[src/rtl/freq_pkg.sv]
// Shared definitions for the frequency-counter display path: widths, the
// converter state encoding and the saturation pattern helper.
package freq_pkg;

  localparam int FREQ_WIDTH = 32;
  localparam int BCD_W      = 4;
  localparam int MAX_DIGITS = 32;

  typedef enum logic [1:0] {
    IDLE  = 2'd0,
    SHIFT = 2'd1,
    DONE  = 2'd2
  } bcd_state_t;

  // All-nines pattern in the low 'digits' nibbles, zero above.
  function automatic logic [BCD_W*MAX_DIGITS-1:0] bcd_max(input int digits);
    logic [BCD_W*MAX_DIGITS-1:0] pattern;
    pattern = '0;
    for (int i = 0; i < MAX_DIGITS; i++) begin
      pattern[i*BCD_W +: BCD_W] = (i < digits) ? 4'h9 : 4'h0;
    end
    return pattern;
  endfunction

endpackage

[src/rtl/bcd_add3.sv]
// Double-dabble digit correction: a digit of 5 or more gets +3 so the
// following left shift carries cleanly into the next decimal digit.
module bcd_add3 (
  input  logic [3:0] digit,
  output logic [3:0] adjusted
);

  // per-digit shift-add-3 correction
  always_comb begin
    adjusted = digit;
    if (digit >= 4'd5) begin
      adjusted = digit + 4'd3;
    end else begin
      adjusted = digit;
    end
  end

endmodule

[src/rtl/freq_bcd_converter.sv]
// Sequential binary-to-packed-BCD converter with valid/ready on both sides;
// results beyond DIGITS decimal digits saturate to all nines and flag overflow.
module freq_bcd_converter
  import freq_pkg::*;
#(
  parameter int WIDTH  = FREQ_WIDTH,
  parameter int DIGITS = 10
) (
  input  logic                  clk,
  input  logic                  reset,
  input  logic                  in_valid,
  output logic                  in_ready,
  input  logic [WIDTH-1:0]      in_data,
  output logic                  out_valid,
  input  logic                  out_ready,
  output logic [BCD_W*DIGITS-1:0] out_bcd,
  output logic                  out_overflow
);

  localparam int BW = BCD_W * DIGITS;
  localparam int CW = $clog2(WIDTH + 1);
  localparam logic [BCD_W*MAX_DIGITS-1:0] ALL9_WIDE = bcd_max(DIGITS);
  localparam logic [BW-1:0] ALL9 = ALL9_WIDE[BW-1:0];

  bcd_state_t     state_r, state_nxt_s;
  logic [WIDTH-1:0] bin_r;
  logic [BW-1:0]  bcd_r, adj_s, bcd_shift_s;
  logic [CW-1:0]  cnt_r;
  logic           ovf_r, carry_s, ovf_final_s, last_s;
  logic           in_ready_r, out_valid_r, out_ovf_r;
  logic [BW-1:0]  out_bcd_r;

  for (genvar g = 0; g < DIGITS; g++) begin : g_add3
    bcd_add3 u_add3 (
      .digit    (bcd_r[g*BCD_W +: BCD_W]),
      .adjusted (adj_s[g*BCD_W +: BCD_W])
    );
  end

  // A 1 leaving the top digit means the running value passed 10^DIGITS-1.
  assign carry_s     = adj_s[BW-1];
  assign bcd_shift_s = {adj_s[BW-2:0], bin_r[WIDTH-1]};
  assign ovf_final_s = ovf_r | carry_s;
  assign last_s      = (cnt_r == CW'(1));

  // next-state decode
  always_comb begin
    state_nxt_s = state_r;
    case (state_r)
      IDLE: begin
        if (in_valid) state_nxt_s = SHIFT;
        else          state_nxt_s = IDLE;
      end
      SHIFT: begin
        if (last_s) state_nxt_s = DONE;
        else        state_nxt_s = SHIFT;
      end
      DONE: begin
        if (out_ready) state_nxt_s = IDLE;
        else           state_nxt_s = DONE;
      end
      default: state_nxt_s = IDLE;
    endcase
  end

  // state, shift engine and registered handshake/result outputs
  always_ff @(posedge clk or posedge reset) begin
    if (reset) begin
      state_r     <= IDLE;
      bin_r       <= '0;
      bcd_r       <= '0;
      cnt_r       <= '0;
      ovf_r       <= 1'b0;
      in_ready_r  <= 1'b1;
      out_valid_r <= 1'b0;
      out_bcd_r   <= '0;
      out_ovf_r   <= 1'b0;
    end else begin
      state_r     <= state_nxt_s;
      in_ready_r  <= (state_nxt_s == IDLE);
      out_valid_r <= (state_nxt_s == DONE);
      case (state_r)
        IDLE: begin
          if (in_valid) begin
            bin_r <= in_data;
            bcd_r <= '0;
            ovf_r <= 1'b0;
            cnt_r <= CW'(WIDTH);
          end
        end
        SHIFT: begin
          bcd_r <= bcd_shift_s;
          bin_r <= bin_r << 1;
          ovf_r <= ovf_final_s;
          cnt_r <= cnt_r - CW'(1);
          // Result is latched only on the final shift, so nothing partial leaks out.
          if (last_s) begin
            out_bcd_r <= ovf_final_s ? ALL9 : bcd_shift_s;
            out_ovf_r <= ovf_final_s;
          end
        end
        default: ;
      endcase
    end
  end

  assign in_ready     = in_ready_r;
  assign out_valid    = out_valid_r;
  assign out_bcd      = out_bcd_r;
  assign out_overflow = out_ovf_r;

endmodule

[config.mk]
export PLATFORM = sky130hd
export DESIGN_NAME = freq_bcd_converter
export DESIGN_NICKNAME = d
export VERILOG_FILES = /design/src/rtl/freq_pkg.sv /design/src/rtl/bcd_add3.sv /design/src/rtl/freq_bcd_converter.sv
export SDC_FILE = /design/constraint.sdc
export NUM_CORES = 1
export LEC_CHECK = 0
export CAP_MARGIN = 30
export CELL_PAD_IN_SITES_DETAIL_PLACEMENT = 1
export CELL_PAD_IN_SITES_GLOBAL_PLACEMENT = 1
export CORE_ASPECT_RATIO = 0.5
export CORE_MARGIN = 4
export CORE_UTILIZATION = 43
export CTS_CLUSTER_SIZE = 28
export DETAILED_ROUTE_END_ITERATION = 10
export HOLD_SLACK_MARGIN = 0.03
export PLACE_DENSITY_LB_ADDON = 0.1
export SETUP_SLACK_MARGIN = 0.4
export SYNTH_ARGS = -nofsm -noshare
export SYNTH_HDL_FRONTEND = slang
export SYNTH_SLANG_ARGS = --single-unit
[constraint.sdc]
create_clock -name clk -period 4.87 [get_ports clk]
set_input_delay 0.974 -clock clk [delete_from_list [all_inputs] [get_ports clk]]
set_output_delay 0.974 -clock clk [all_outputs]
set_load 0.01 [all_outputs]
======== Yosys cells after proc, flatten, opt, wreduce, memory -nomap -nowiden ========
Cells that the tools add are included.
word-level totals
  bits in registers ....................... 124
  bits in read-only memories .............. 0
  input port bits ......................... 36
  logic and storage cells ................. 64
  latch bits .............................. 0
  bits in writable memories ............... 0
  output and inout bits ................... 43
  memories ................................ 0
operators by class
  mux-type cells .......................... 23
  bitwise gates (word level) .............. 1
  reduce and logical (&&, ||, !) cells .... 5
  div/mod/pow operators ................... 0
  add/subtract/negate cells ............... 11
  order comparisons ....................... 10
  equal/unequal tests ..................... 5
  shift-type cells ........................ 0
  multipliers ............................. 0
operators with widths
  operator                                                            number
  2-to-1 mux 40 bit                                                   2
  one-hot mux 40 bit (2 select lines)                                 1
  one-hot mux 32 bit (2 select lines)                                 1
  adder 4 x 2 -> 4 bit (second input constant)                        10
  greater-or-equal comparator 4 x 3 -> 1 bit (second input constant)  10
  2-to-1 mux 4 bit                                                    10
  2-to-1 mux 32 bit                                                   1
  one-hot mux 6 bit (2 select lines)                                  1
  equality test 6 x 1 -> 1 bit (second input constant)                1
  2-to-1 mux 6 bit                                                    1
  one-hot mux 2 bit (3 select lines)                                  1
  subtractor 6 x 1 -> 6 bit (second input constant)                   1
  equality test 2 bit (second input constant)                         2
  logical NOT 2 bit                                                   2
  2-to-1 mux 2 bit                                                    2
  AND reduction 2 bit                                                 2
  equality test 2 x 1 -> 1 bit (second input constant)                1
  2-to-1 mux 1 bit                                                    2
  != test 2 bit (second input constant)                               1
  one-hot mux 1 bit (2 select lines)                                  1
  nonzero test 2 bit                                                  1
  bitwise OR 1 bit                                                    1

======== Logic depth before layout (Yosys ltp) ========
  word-level depth ........................ 4
  mapped depth ............................ 7
  mapped depth without buffers ............ 6

======== By module ========
A second synthesis with hierarchy kept.
second synthesis, totals
  cell total of the unflattened synthesis .. 691
  area, all modules ....................... 6,283.5 µm²
modules (own cells, without submodules)
  module              times used  cells an instance  area an instance (µm²)  sequential area each (µm²)
  freq_bcd_converter  1           531                5,270.1                 3,104.2
  bcd_add3            10          16                 101.3                   0.0

======== Worst setup path before layout ========
No wires, ideal clock.
  path type ............................... input-to-reg
  start ................................... input port in_valid
  end ..................................... register bcd_r[34]
  buffers on the path ..................... 2
  required time ........................... 4.787 ns
  library setup time ...................... 0.083 ns
  cell stages on the path ................. 6
  slack ................................... 2.858 ns
  arrival ................................. 1.929 ns
  cells stage by stage .................... nor3b_1 buf_2 nor2_1 clkbuf_1 nand2_1 o21ai_0
on the way
  word-level cells in the longest chain between the ends .. 2
RTL lines
  what                           RTL line                  source
  start: declaration             freq_bcd_converter.sv:11  input logic in_valid,
  != test 2 bit (no line)        --
  AND reduction 2 bit (no line)  --
  end signal: assignment         freq_bcd_converter.sv:92  bcd_r <= bcd_shift_s;
  end: declaration               freq_bcd_converter.sv:27  logic [BW-1:0] bcd_r, adj_s, bcd_shift_s;
Every way passes these cells.
A chain may end at the register's enable or synchronous reset.

======== Worst setup path in the final report ========
  start ................................... input port in_valid
  end ..................................... register bin_r[2]
on the way
  word-level cells in the longest chain between the ends .. 2
RTL lines
  what                           RTL line                  source
  != test 2 bit (no line)        --
  AND reduction 2 bit (no line)  --
  end signal: assignment         freq_bcd_converter.sv:85  bin_r <= in_data;
  end signal: assignment         freq_bcd_converter.sv:93  bin_r <= bin_r << 1;
  end: declaration               freq_bcd_converter.sv:26  logic [WIDTH-1:0] bin_r;
Every way passes these cells.

==> impl.org <==
** CTS
- Buffer type at the clock tree root :: sky130_fd_sc_hd__clkbuf_16
- Clk_lat worst skew :: 420 ps
- In this run the number of H-tree levels came out at 4.
- Clock-pin slew on the worst setup and hold paths :: 60 ps
- Counting along the longest clock path gives a buffer depth of 2.
- Buffers inserted during post-CTS setup optimization :: 0
- Hold-fix buffers, CTS :: 0
- TritonCTS built the clock tree.
- Post-CTS repair changed the size of 0 cells.
- Clock sink count :: 124
- Clock tree synthesis inserted a total of 17 buffers.

** Synth
- Synth top area share :: 0.543
- The Yosys step of the flow raised 0 warnings.
- Most used standard cells in the synthesized netlist :: sky130_fd_sc_hd__dfrtp_1 (123), sky130_fd_sc_hd__nand2_1 (93), sky130_fd_sc_hd__a21oi_1 (49)
- FF+latch count, synth :: 124
- The share of the Yosys chip area taken by registers is 0.548.
- Yosys instantiated no cell more often than sky130_fd_sc_hd__dfrtp_1.
- Instance count of the mapped netlist :: 555
- Net Count, Synth :: 613
- Cell types occupying the most area after synthesis :: sky130_fd_sc_hd__dfrtp_1 (54%), sky130_fd_sc_hd__nand2_1 (6.2%), sky130_fd_sc_hd__ha_1 (4.9%)
- Mapped Area :: 0.00567 sq mm
- After synthesis, the netlist uses 39 different library cells.
- Averaged over all synthesized cells, the footprint is 10.2 sq um.
- Of all cell types, the one taking the most synthesized area is sky130_fd_sc_hd__dfrtp_1.
- Dominant register cell in the synthesized netlist :: sky130_fd_sc_hd__dfrtp_1
- Counting flops with a built-in enable in the synthesized netlist gives 0.
- Share of flip-flops with an asynchronous set or reset :: 1.00

** Worst setup path
- Data required time at the worst endpoint :: 5220 ps
- Crit path buf inv count :: 4
- The worst setup path is captured at a flop.
- Top delay family on crit path :: buffers and inverters
- Data arrives at the worst endpoint at 3040 ps.
- The signal on the critical path passes through clkdlybuf4s50_1 > nor3b_2 > buf_4 > nor2_4 > buf_16 > buf_4 > nand2_1 > nand2_1.
- Along the worst path, the maximum fanout reaches 37.
- Max stage delay on crit path :: 520 ps
- Crit path max-delay cell type :: sky130_fd_sc_hd__nor2_4
- Startpoint of the most critical setup path :: in_valid
- Worst reg-to-reg setup slack :: 2640 ps
- WS Path Type :: in2reg
- In this run the critical register-to-register path is captured at out_bcd[0].
- Worst flop-to-flop path startpoint :: state_r[1]
- In this run the number of cells on the critical path is 8.
- Depth of the worst register-to-register path :: 5
- Worst setup SP type :: input port

** Place
- Worst setup slack before clock tree synthesis :: 1570 ps
- Count of input and output buffers :: 78
- At the end of routability-driven placement, the weighted congestion stood at 0.738.
- Detail Placement HPWL :: 9030 um

** GRT
- The initial antenna violation count was 0.
- Global Route met2 Usage :: 0.340
- Via count of the first global-routing pass :: 4658
- For met1 alone, demand over resource in global routing was 0.266.
- Overall Global Routing Usage :: 0.202
- Pin count of the biggest net entering global routing :: 74
- Wire length of the first global-routing pass :: 24200 um
- For this run the aggregate overflow at the end of global routing stands at 0.
- Layer carrying the most global-route usage :: met2
- Met3 layer usage reported by global route :: 0.0459

** Floorplan
- Core area :: 0.0128 sq mm
- In this run the horizontal extent of the chip is 170 um.
- In this run the vertical extent of the chip is 89.2 um.
- The floorplan has 29 rows.
- Die Outline Area :: 0.0152 sq mm
- The initial utilization of the core area, before any placement, comes to 0.444.
- Count of boundary I/O pins :: 79

** STA
- The number of hold violations in the final report was 0.
- The total count of max-transition violations in the final report is 0.
- For the pin with the worst max-slew slack, the measured transition is 761 ps.
- Fmax achieved :: 372 MHz
- Measured against its own limit, the worst slew margin works out to 0.491.
- Post-Route Hold Slack :: 474 ps
- Across the routed clock network, the largest skew measured is 9.65 ps.
- Setup repair after global routing left no endpoint under its margin.
- Total negative slack :: 0 ps
- PnR worst setup slack :: 2180 ps
- Minimum period implied by the final worst setup slack :: 2690 ps
- Final clock period utilization by the worst path :: 0.552
- Setup violations remaining at the end of the flow were counted as 0.

** Detailed routing
- Total wirelength of the detailed-routed design :: 14700 um
- Once detail routing completed, the nets flagged for antenna violations numbered 0.
- Before antenna repair, the detailed router went through 4 iterations.
- Per-cell via count in the routed design :: 5.42
- For this block, the via count after detailed routing is 4424.
- After detailed routing, the number of remaining DRC violations is 0.
- Number of violations reported at the end of detailed-routing iteration 0 :: 232
- Wire per inst :: 18.0 um

** Power and ir drop
- Of the total power, registers draw 0.347.
- The share of total power dissipated in combinational logic is 0.414.
- The share of total power dissipated in the clock network is 0.239.
- For this design the static power due to leakage is 3.18 nW.
- The design draws 5.52 mW.
- Maximum VDD drop :: 0.000295 V
- Internal Power :: 3.43 mW
- Sw frac :: 0.379
- Summed over all nets, the switching power comes to 2.09 mW.
- Power density relative to cell area :: 759 mW/mm^2

** Run
- Across the run, the number of max-cap violations was 0.

** Min path
- The startpoint identified for the worst hold timing path is bin_r[14].
- Hold path depth :: 2
- Class of the tightest hold or removal check :: reg2reg
- Endpoint with the worst hold slack :: bin_r[14]

** Outcome
- Run status :: complete, no violations

** Cells and area
- In the final design database the tool counted 691 nets.
- 0 antenna diodes ended up in the layout.
- From synthesis to final layout, the design area changed by 28.2%.
- In the final layout, the share of cells above drive strength 1 is 0.0944.
## through the flow
stage / std cells / cell area (sq um) / util
after CTS: 814 / 7210 / 0.565
after detailed placement: 782 / 6600 / 0.517
after floorplan: 555 / 5670 / -
after global routing: 816 / 7270 / 0.569
final: 816 / 7270 / 0.569
after global placement: 782 / 6600 / 0.517
## cells by family (layout without fill, tap and decap cells)
| logic type | count (synthesis) | in the layout | share of synthesized area |
|---|---|---|---|
| xor gates and xnor gates | 10 | 10 | 0.0155 |
| DFF | 124 | 124 | 0.548 |
| adders and majority gates | 22 | 22 | 0.0486 |
| buffers and inverters | 53 | 144 | 0.0404 |
| and+or+nand+nor | 172 | 172 | 0.141 |
| AOI/OAI and AO/OA | 163 | 163 | 0.185 |
| muxes | 11 | 11 | 0.0216 |
## tightest hold or removal path, cell delays in order (launching register included)
cell and delay (ps):
sky130_fd_sc_hd__dfrtp_1 340, sky130_fd_sc_hd__nand2_1 50, sky130_fd_sc_hd__nand2_1 50
## layout by cell type, fill, tap and decap left out, drive strengths merged, types with 2 or more instances in the layout
master / netlist / final
ha: 22 / 22
nor3b: 20 / 20
a21oi: 49 / 49
nand2: 93 / 93
nor3: 2 / 2
nand3: 12 / 12
clkinvlp: 0 / 4
nand2b: 11 / 11
nor2b: 2 / 2
clkbuf: 10 / 19
bufinv: 0 / 3
a22o: 20 / 20
clkdlybuf4s50: 0 / 78
and2: 3 / 3
inv: 24 / 27
a22oi: 31 / 31
buf: 19 / 10
clkinv: 0 / 3
o2bb2ai: 10 / 10
dfrtp: 123 / 123
mux2: 10 / 10
nor2: 26 / 26
xnor2: 10 / 10
o21ai: 45 / 45
## cell type report
type,instances,area [sq um]
sequential,124,3100
inverter,24,92.6
clock buffer,19,443
multi-input combinational,378,2350
clock inverter,13,165
fill,1403,5510
timing repair buffer,88,896
tap,170,213
## state kept, by name (all words and copies together) (netlist names)
signal        count
bcd_r            40
bin_r            32
out_overflow      1
in_ready          1
ovf_r             1
cnt_r             6
out_valid         1
state_r           2
out_bcd          40
## how the worst max path moves through the flow
stage	to	slack, ps
global placement	in_ready	1620
floorplan	bcd_r[0]	600
CTS	bin_r[2]	1970
detailed placement	bin_r[23]	1570
finish	bin_r[2]	2180
global route	bin_r[2]	2040
## routing by layer
layer  vias to the layer above  wire, um
li1                       2098         -
met1                      2230      6970
met2                        81      7010
met3                        15       567
met4                         0       149
met5                         -         0
## power by group through the flow
stage               combinational (mW)  sequential [mW]  clock [mW]
global route                      2.57             1.99        1.39
CTS                               2.28             1.92        1.34
floorplan                         1.43             1.90           0
detailed placement                2.25             1.92           0
finish                            2.28             1.92        1.32
global placement                  2.15             1.90           0
Power figures use the tool's default switching activity.
